### config.mk
export PLATFORM = sky130hd
export DESIGN_NAME = uart_rx_capture
export DESIGN_NICKNAME = d
export VERILOG_FILES = /design/src/rtl/uart_rx_capture.sv
export SDC_FILE = /design/constraint.sdc
export NUM_CORES = 1
export LEC_CHECK = 0
export BUFFER_PORTS_ARGS = -buffer_cell sky130_fd_sc_hd__buf_2
export CAP_MARGIN = 20
export CELL_PAD_IN_SITES_DETAIL_PLACEMENT = 0
export CELL_PAD_IN_SITES_GLOBAL_PLACEMENT = 2
export CORE_AREA = 2 2 131 133
export DETAILED_ROUTE_END_ITERATION = 10
export DIE_AREA = 0 0 133 135
export HOLD_SLACK_MARGIN = 0.1
export PLACE_DENSITY = 0.71
export SETUP_SLACK_MARGIN = 0.02
export SLEW_MARGIN = 20
export SYNTH_ARGS = -nofsm -noshare
export SYNTH_HDL_FRONTEND = slang
export SYNTH_SLANG_ARGS = --single-unit
### constraint.sdc
create_clock -name clk -period 2.75 [get_ports clk]
set_input_delay 0.275 -clock clk [delete_from_list [all_inputs] [get_ports clk]]
set_output_delay 0.275 -clock clk [all_outputs]
set_load 0.005 [all_outputs]
### src/rtl/uart_rx_capture.sv
// rtl/uart_rx_capture.sv - UART receiver (8N1) with first-word-fall-through output FIFO
// Optional even-parity bit and parity_err_o port: define UART_RX_PARITY_EN.
module uart_rx_capture #(
  parameter int CLK_FREQ_HZ = 25000000,
  parameter int BAUD_RATE   = 781250,
  parameter int FIFO_DEPTH  = 16
) (
  input  logic                          clk,
  input  logic                          rst,
  input  logic                          rx_i,
  input  logic                          rx_en_i,
  input  logic                          clear_i,
  output logic [7:0]                    data_o,
  output logic                          valid_o,
  input  logic                          ready_i,
  output logic                          frame_err_o,
  output logic                          overrun_o,
  output logic [$clog2(FIFO_DEPTH):0]   count_o
`ifdef UART_RX_PARITY_EN
  ,
  output logic                          parity_err_o
`endif
);

  localparam int CLKS_PER_BIT = CLK_FREQ_HZ / BAUD_RATE;
  localparam int TW = $clog2(CLKS_PER_BIT);
  localparam int AW = $clog2(FIFO_DEPTH);
  localparam logic [TW-1:0] TICK_MID = TW'(CLKS_PER_BIT / 2 - 1);
  localparam logic [TW-1:0] TICK_END = TW'(CLKS_PER_BIT - 1);
  localparam logic [AW:0]   FULL_CNT = (AW + 1)'(FIFO_DEPTH);

  typedef enum logic [2:0] {IDLE, START, DATA, PARITY, STOP, WAIT_HIGH} state_t;

  logic [1:0]    sync;
  logic          rxs;
  state_t        state, state_n;
  logic [TW-1:0] tick_cnt, tick_n;
  logic [2:0]    bit_idx, idx_n;
  logic [7:0]    shift, shift_n;
  logic          push, fe_n;
`ifdef UART_RX_PARITY_EN
  logic          par_bad, par_bad_n, pe_n;
`endif

  logic [7:0]    mem [FIFO_DEPTH];
  logic [AW-1:0] rd_ptr, wr_ptr;
  logic          full, pop, wr_ok;

  assign rxs = sync[1];

  // Two-flop synchronizer; resets to the idle (high) line level
  always_ff @(posedge clk or posedge rst) begin
    if (rst) sync <= 2'b11;
    else     sync <= {sync[0], rx_i};
  end

  // Receiver state and datapath registers
  always_ff @(posedge clk or posedge rst) begin
    if (rst) begin
      state       <= IDLE;
      tick_cnt    <= '0;
      bit_idx     <= '0;
      shift       <= '0;
      frame_err_o <= 1'b0;
`ifdef UART_RX_PARITY_EN
      par_bad      <= 1'b0;
      parity_err_o <= 1'b0;
`endif
    end else begin
      state       <= state_n;
      tick_cnt    <= tick_n;
      bit_idx     <= idx_n;
      shift       <= shift_n;
      frame_err_o <= fe_n;
`ifdef UART_RX_PARITY_EN
      par_bad      <= par_bad_n;
      parity_err_o <= pe_n;
`endif
    end
  end

  // Next-state logic: START re-checks at half a bit, later states sample at bit centres
  always_comb begin
    state_n = state;
    tick_n  = tick_cnt + 1'b1;
    idx_n   = bit_idx;
    shift_n = shift;
    push    = 1'b0;
    fe_n    = 1'b0;
`ifdef UART_RX_PARITY_EN
    par_bad_n = par_bad;
    pe_n      = 1'b0;
`endif
    if (!rx_en_i) begin
      state_n = IDLE;
      tick_n  = '0;
    end else begin
      case (state)
        IDLE: begin
          tick_n = '0;
          if (!rxs) state_n = START;
        end
        START: begin
          if (tick_cnt == TICK_MID) begin
            tick_n  = '0;
            idx_n   = '0;
            state_n = rxs ? IDLE : DATA;
          end
        end
        DATA: begin
          if (tick_cnt == TICK_END) begin
            tick_n  = '0;
            shift_n = {rxs, shift[7:1]};
            idx_n   = bit_idx + 3'd1;
            if (bit_idx == 3'd7) begin
`ifdef UART_RX_PARITY_EN
              state_n = PARITY;
`else
              state_n = STOP;
`endif
            end
          end
        end
`ifdef UART_RX_PARITY_EN
        PARITY: begin
          if (tick_cnt == TICK_END) begin
            tick_n    = '0;
            par_bad_n = rxs ^ (^shift);
            state_n   = STOP;
          end
        end
`endif
        STOP: begin
          if (tick_cnt == TICK_END) begin
            tick_n = '0;
`ifdef UART_RX_PARITY_EN
            pe_n = par_bad;
`endif
            if (rxs) begin
`ifdef UART_RX_PARITY_EN
              push = !par_bad;
`else
              push = 1'b1;
`endif
              state_n = IDLE;
            end else begin
              fe_n    = 1'b1;
              state_n = WAIT_HIGH;
            end
          end
        end
        WAIT_HIGH: begin
          tick_n = '0;
          if (rxs) state_n = IDLE;
        end
        default: begin
          tick_n  = '0;
          state_n = IDLE;
        end
      endcase
    end
  end

  assign valid_o = (count_o != '0);
  assign full    = (count_o == FULL_CNT);
  assign pop     = valid_o & ready_i;
  assign wr_ok   = push & (!full | pop);
  assign data_o  = valid_o ? mem[rd_ptr] : 8'h00;

  // FIFO storage; no reset needed since data_o is gated by valid_o
  always_ff @(posedge clk) begin
    if (wr_ok && !clear_i) mem[wr_ptr] <= shift;
  end

  // FIFO pointers, occupancy and sticky overrun; clear overrides push and pop
  always_ff @(posedge clk or posedge rst) begin
    if (rst) begin
      rd_ptr    <= '0;
      wr_ptr    <= '0;
      count_o   <= '0;
      overrun_o <= 1'b0;
    end else if (clear_i) begin
      rd_ptr    <= '0;
      wr_ptr    <= '0;
      count_o   <= '0;
      overrun_o <= 1'b0;
    end else begin
      if (wr_ok) wr_ptr <= wr_ptr + 1'b1;
      if (pop)   rd_ptr <= rd_ptr + 1'b1;
      if (wr_ok && !pop)      count_o <= count_o + 1'b1;
      else if (!wr_ok && pop) count_o <= count_o - 1'b1;
      if (push && full && !pop) overrun_o <= 1'b1;
    end
  end

endmodule

==> flow_metrics.tcl, run 1 <==
set metrics [dict create \
    netlist_area_sq_um 6950 \
    power.density_nw_per_um2 695.7 \
    rsz0062_at_grt "false" \
    start_util 0.4236 \
    setup_viol 0 \
    critPathBufInv 1 \
    p_sw_mw 1.468 \
    drive_gt1_frac 0.3283 \
    critPathLaunchType "register" \
    async_reset_ff_frac 0.2195 \
    numCtsBuffers 17 \
    crit_path_top_delay_cell "or4_4" \
    cts_max_level 4 \
    hp-start "rx_en_i" \
    portBuffers 21 \
    die_area_sq_um 17960 \
    drv_cap 0 \
    fillers 1368 \
    synth.avg_cell_area_sq_um 17.64 \
    grt_max_degree 28 \
    ys.warnings.count 0 \
    p_seq_frac 0.481 \
    core_sq_um 16410 \
    slowest_delay_ns 0.59 \
    synth_top_family_by_area "multiplexers" \
    synth-edff-count 128 \
    muxShareOfSynthArea 0.1489 \
    die_h_um 135 \
    clk_latency_ns 0.42 \
    preCtsSetupSlack_ns -0.01249 \
    drc 0 \
    arrival_ns 2.97 \
    reg2reg_to "count_o[4]" \
    worstPathMaxFanout 5 \
    viasPerCell 5.272 \
    hold_path_end "tick_cnt[1]" \
    grt_pass1_wl_mm 21.53 \
    grt_pass1_vias 3830 \
    hold_ws_ns 0.1697 \
    synth-xor-area-share 0.01260 \
    synth_nets 416 \
    worst_r2r_path_depth 10 \
    multi_input_area_sq_um 2140 \
    p_total_mw 5.693 \
    ir_worst_vdd_mv 0.5303 \
    first_iter_violations 222 \
    crit_start "count_o[3]" \
    grt_antenna_before_repair 0 \
    synth_seq_cells 164 \
    min_path_cells 3 \
    p_int_mw 4.226 \
    synth-seq-area-share 0.6830 \
    rows 47 \
    relSlewSlack 0.5082 \
    diodes 0 \
    finalHoldViolCount 0 \
    cts-root-buf "clkbuf_16" \
    cpLargestDelayFamily "simple AND/OR/NAND/NOR gates" \
    cts_sinks 164 \
    synthSimpleGateAreaFrac 0.07399 \
    final_nets 472 \
    cts_buffer_depth 2 \
    crit_type "register to register" \
    ant_nets 0 \
    dp_hpwl_mm 8.741 \
    fin_crit_ns 2.615 \
    vias 3601 \
    regArea_sq_um 4748 \
    fin_crit_sh 0.9511 \
    synth_fa_ha_area_frac 0.02988 \
    wl_per_cell_um 19.69 \
    clkPwrFrac 0.378 \
    fmax_ghz 0.3823 \
    chipWidth_um 133 \
    min_path_type "input pin to register" \
    gp_congestion 0.7642 \
    worst_pin_slew_ns 0.7377 \
    rr_startpoint "count_o[3]" \
    synthFlopType "edfxtp_1" \
    comb_power_share 0.141 \
    critical_path_required_ns 3.10 \
    leakagePower_nw 3.249 \
    grt.total_usage 0.1617 \
    skew_ns 0.008020 \
    top_level_ports 22 \
    crit_chain "or4_4, mux2i_4, nand2_4, ha_4, a21o_2, a21oi_2, buf_4, or3_1, a211o_1, nand3_2" \
    cts_tree "built" \
    path_clk_slew_ns 0.06 \
    drv_slew 0 \
    drt-total-wl_mm 13.45 \
    setup_ws_ns 0.1346 \
    worst_setup_path_end_kind "register" \
    syn2layout_area_growth_pct 17.75 \
    dr.pass1.iters 4 \
    switching_share 0.2578 \
    ys_types 54 \
    syn_inst 394 \
    r2r_slack_ns 0.13 \
    overflow 0 \
    outcome "finished, final reports clean" \
    tns_ns 0 \
    synth_compound_area_frac 0.03420 \
]
## metrics by stage
step / utilization / area (sq um) / cells
6_report: 0.4988 / 8184 / 683
5_1_grt: 0.4988 / 8184 / 683
4_1_cts: 0.4958 / 8135 / 682
3_5_place_dp: 0.4619 / 7579 / 648
3_3_place_gp: 0.4619 / 7579 / 648
2_1_floorplan: - / 6963 / 394
## timing repair
action	4_1_cts	5_1_grt
setup endpoints to repair	1	68
pin swaps	0	1
hold buffers	2	0
buffers inserted	0	1
gates resized for setup	1	9
endpoints found under the hold margin	10	0
## metal layers
metal / routed length, um / track usage / part of all wire / vias to the layer above
li1: - / - / - / 1647
met3: 391 / 0.04279 / 0.029 / 10
met5: 0 / 0 / 0 / -
met1: 6144 / 0.2081 / 0.46 / 1891
met4: 103 / 0.03763 / 0.0077 / 0
met2: 6805 / 0.2769 / 0.51 / 53
## synth_stat cells (2+ instances only)
cell type | number | share of area
or3_1 | 3 | 0.0027
mux4_2 | 32 | 0.10
and2_1 | 16 | 0.014
edfxtp_1 | 128 | 0.55
dfrtp_1 | 34 | 0.12
mux2i_1 | 19 | 0.027
nand2_1 | 10 | 0.0054
dfstp_2 | 2 | 0.0076
nand3_1 | 7 | 0.0050
o21ai_0 | 5 | 0.0036
o22ai_1 | 10 | 0.0090
nor2_1 | 20 | 0.011
nand4_1 | 2 | 0.0018
a21oi_1 | 10 | 0.0072
buf_2 | 8 | 0.0058
nand2b_1 | 4 | 0.0036
nand3b_1 | 2 | 0.0022
nand3b_4 | 2 | 0.0058
inv_1 | 7 | 0.0038
clkbuf_1 | 5 | 0.0027
nor3_1 | 2 | 0.0014
a22o_1 | 2 | 0.0025
nor3b_2 | 2 | 0.0036
xnor2_1 | 2 | 0.0025
mux2_2 | 9 | 0.015
xor2_1 | 8 | 0.010
ha_1 | 15 | 0.027
and2_2 | 2 | 0.0022
## cell usage in the layout, fill, tap and decap left out, types with 10 or more instances in the layout
cell       instances
mux2i_1           19
buf_2             21
o22ai_1           10
ha_1              12
mux4_2            32
edfxtp_1         128
and2_1            13
clkbuf_16         17
nor2_1            19
buf_4             23
dfrtp_1           33
## worst max path at each step
stage	endpoint	slack, ns	cells after the start
final	count_o[4]	0.13	10
after global routing	count_o[4]	0.02	10
after CTS	mem[7][4]	0.02	9
after detailed placement	count_o[4]	-0.01	13
after global placement	count_o[4]	0.07	12
after floorplan	count_o[4]	0.04	9
## worst reg2reg max path, stage by stage (launching register included)
cell and delay (ns):
dfrtp_1 0.37, or4_4 0.59, mux2i_4 0.23, nand2_4 0.11, ha_4 0.28, a21o_2 0.12, a21oi_2 0.06, buf_4 0.14
or3_1 0.33, a211o_1 0.28, nand3_2 0.07
## sequential cells by signal, indices dropped and copies added (netlist names)
signal,flops
overrun_o,1
sync,2
count_o,5
wr_ptr,4
frame_err_o,1
state,3
rd_ptr,4
tick_cnt,5
shift,8
bit_idx,3
mem,128
## cell families after synthesis
group	count (synthesis)
AO/OA/AOI/OAI	34
XOR/XNOR	10
adder cells (fa/ha/maj)	16
buffers and inverters	25
flip-flops	164
multiplexers	61
AND/OR/NAND/NOR	84
## area by class of cell
cell class,instances,area share
repair buffers,54,0.05595
multi-input cells,205,0.2614
clock buffers,20,0.05336
clock inverters,12,0.01177
flip-flops and latches,164,0.5802
well taps,220,0.03363
inverters,8,0.003669
## power groups by stage
stage	clock network (mW)	registers, mW	logic [mW]
after floorplan	0	2.78	0.566
after global placement	0	2.79	0.794
after detailed placement	0	2.79	0.797
after CTS	2.20	2.74	0.809
after global routing	2.30	2.75	0.884
final	2.15	2.74	0.802
Power figures use the tool's default switching activity.
==> inputs of run 2 (changes only) <==
REMOVE_ABC_BUFFERS = 1   (was unset)
==> run 2 against run 1 <==
Wire length is 1.3% lower. First-iteration DRC count increased by 20%. Combinational power up 3.0%. Utilization grew 1.0 points. Clock skew barely moved. Highest routed layer unchanged.
==> flow_metrics.tcl, run 2 (same netlist as run 1, synthesis figures left out) <==
set metrics [dict create \
    drive_gt1_frac 0.3319 \
    die_h_um 135 \
    first_iter_violations 267 \
    skew_ns 0.008397 \
    die_area_sq_um 17960 \
    fmax_ghz 0.3835 \
    critical_path_cell_count 10 \
    placed_cells 656 \
    portBuffers 21 \
    final_nets 479 \
    rsz0062_at_grt "true" \
    r2r_slack_ns 0.14 \
    critical_path_required_ns 3.11 \
    crit_path_top_delay_cell "or4_4" \
    grt.total_usage 0.1630 \
    wl_per_cell_um 19.23 \
    worst_pin_slew_ns 0.7508 \
    critPathBufInv 1 \
    drv_slew 0 \
    worst_r2r_path_depth 10 \
    ir_worst_vdd_mv 0.4361 \
    min_path_cells 3 \
    largest_reg_flops 128 \
    critPathLaunchType "register" \
    cts_tree "built" \
    ant_nets 0 \
    drt-total-wl_mm 13.27 \
    power.density_nw_per_um2 718.9 \
    cts_max_level 4 \
    final_cells 690 \
    diodes 0 \
    fillers 1362 \
    core_sq_um 16410 \
    final_common_cell "edfxtp_1" \
    gp_congestion 0.7423 \
    fin_crit_ns 2.608 \
    dr.pass1.iters 5 \
    overflow 0 \
    min_path_type "input pin to register" \
    drc 0 \
    outcome "finished, final reports clean" \
    relSlewSlack 0.4995 \
    cts_sinks 164 \
    worst_setup_path_end_kind "register" \
    fin_crit_sh 0.9483 \
    crit_type "register to register" \
    clk_latency_ns 0.42 \
    slowest_delay_ns 0.59 \
    viasPerCell 5.228 \
    vias 3607 \
    setup_viol 0 \
    largest-register "mem" \
    top_level_ports 22 \
    grt_max_degree 36 \
    cpLargestDelayFamily "simple AND/OR/NAND/NOR gates" \
    dp_hpwl_mm 8.581 \
    grt_pass1_vias 3828 \
    p_total_mw 6.007 \
    rows 47 \
    arrival_ns 2.97 \
    grt_antenna_before_repair 0 \
    path_clk_slew_ns 0.07 \
    leakagePower_nw 3.334 \
    start_util 0.4236 \
    cts-root-buf "clkbuf_16" \
    numCtsBuffers 17 \
    drv_cap 0 \
    top_regs "mem x128, shift x8" \
    grt_pass1_wl_mm 21.71 \
    postCtsSetupRepairBufs 0 \
    worstPathMaxFanout 4 \
    syn2layout_area_growth_pct 20.22 \
    cts_buffer_depth 2 \
    finalHoldViolCount 0 \
    final_cell_mix "edfxtp_1, dfrtp_1, mux4_2" \
    crit_chain "or4_4, mux2i_4, nand2_4, ha_4, a21o_2, a21oi_2, buf_4, or3_1, a211o_1, nand3_2" \
    chipWidth_um 133 \
]
==> run 2: worst paths after layout <==
| kind | startpoint | endpoint |
|---|---|---|
| setup / recovery | count_o[3] | count_o[4] |
| hold / removal | rx_en_i | tick_cnt[1] |
| setup reg to reg | count_o[3] | count_o[4] |
| hold reg to reg | sync[0] | sync[1] |
| max in group asynchronous | rst | sync[0] |
| min in group asynchronous | rst | tick_cnt[1] |
==> run 2: area by class of cell <==
| type | count | area [sq um] | share of cell area |
|---|---|---|---|
| flip-flops and latches | 164 | 4748 | 0.5683 |
| clock buffers | 17 | 425.4 | 0.05091 |
| inverters | 8 | 30.03 | 0.003594 |
| multi-input cells | 205 | 2140 | 0.2561 |
| clock inverters | 15 | 188.9 | 0.02261 |
| repair buffers | 61 | 548.0 | 0.06559 |
| well taps | 220 | 275.3 | 0.03294 |
==> run 2: report_power, final <==
part	switching, mW	internal (mW)
Sequential	0.0519	2.68
Clock	1.00	1.45
Combinational	0.439	0.387
==> run 2: what timing repair did <==
action	in CTS	in global routing
hold endpoints to repair	35	0
endpoints found under the setup margin	1	26
gates resized for setup	3	7
hold buffers	2	0
pin swaps	0	1
==> run 2: worst register-to-register path, stage by stage, from the launching register on <==
cell and delay, ns:
dfrtp_1 0.38, or4_4 0.60, mux2i_4 0.22, nand2_4 0.10
ha_4 0.27, a21o_2 0.12, a21oi_2 0.05, buf_4 0.13
or3_1 0.32, a211o_1 0.28, nand3_2 0.07
==> run 2: metal layers <==
layer | routed length (um) | vias to the layer above | part of all wire | GRT usage
met5 | 0 | - | 0 | 0
met4 | 85 | 0 | 0.0064 | 0.04122
met3 | 450 | 8 | 0.034 | 0.04242
met2 | 6885 | 58 | 0.52 | 0.2709
met1 | 5847 | 1874 | 0.44 | 0.2160
li1 | - | 1667 | - | -
==> run 2: through the flow <==
step                      TNS [ns]  area [sq um]  hold WS, ns    util  setup WS (ns)
after floorplan            -0.1288          6859       0.2795       -        -0.1288
after global placement           0          7664       0.3249  0.4671        0.08656
after detailed placement  -0.01808          7664       0.3358  0.4671       -0.01808
after CTS                        0          8305       0.1502  0.5062        0.05026
after global routing             0          8356       0.1632  0.5093       0.006256
final                            0          8356       0.1646  0.5093         0.1423
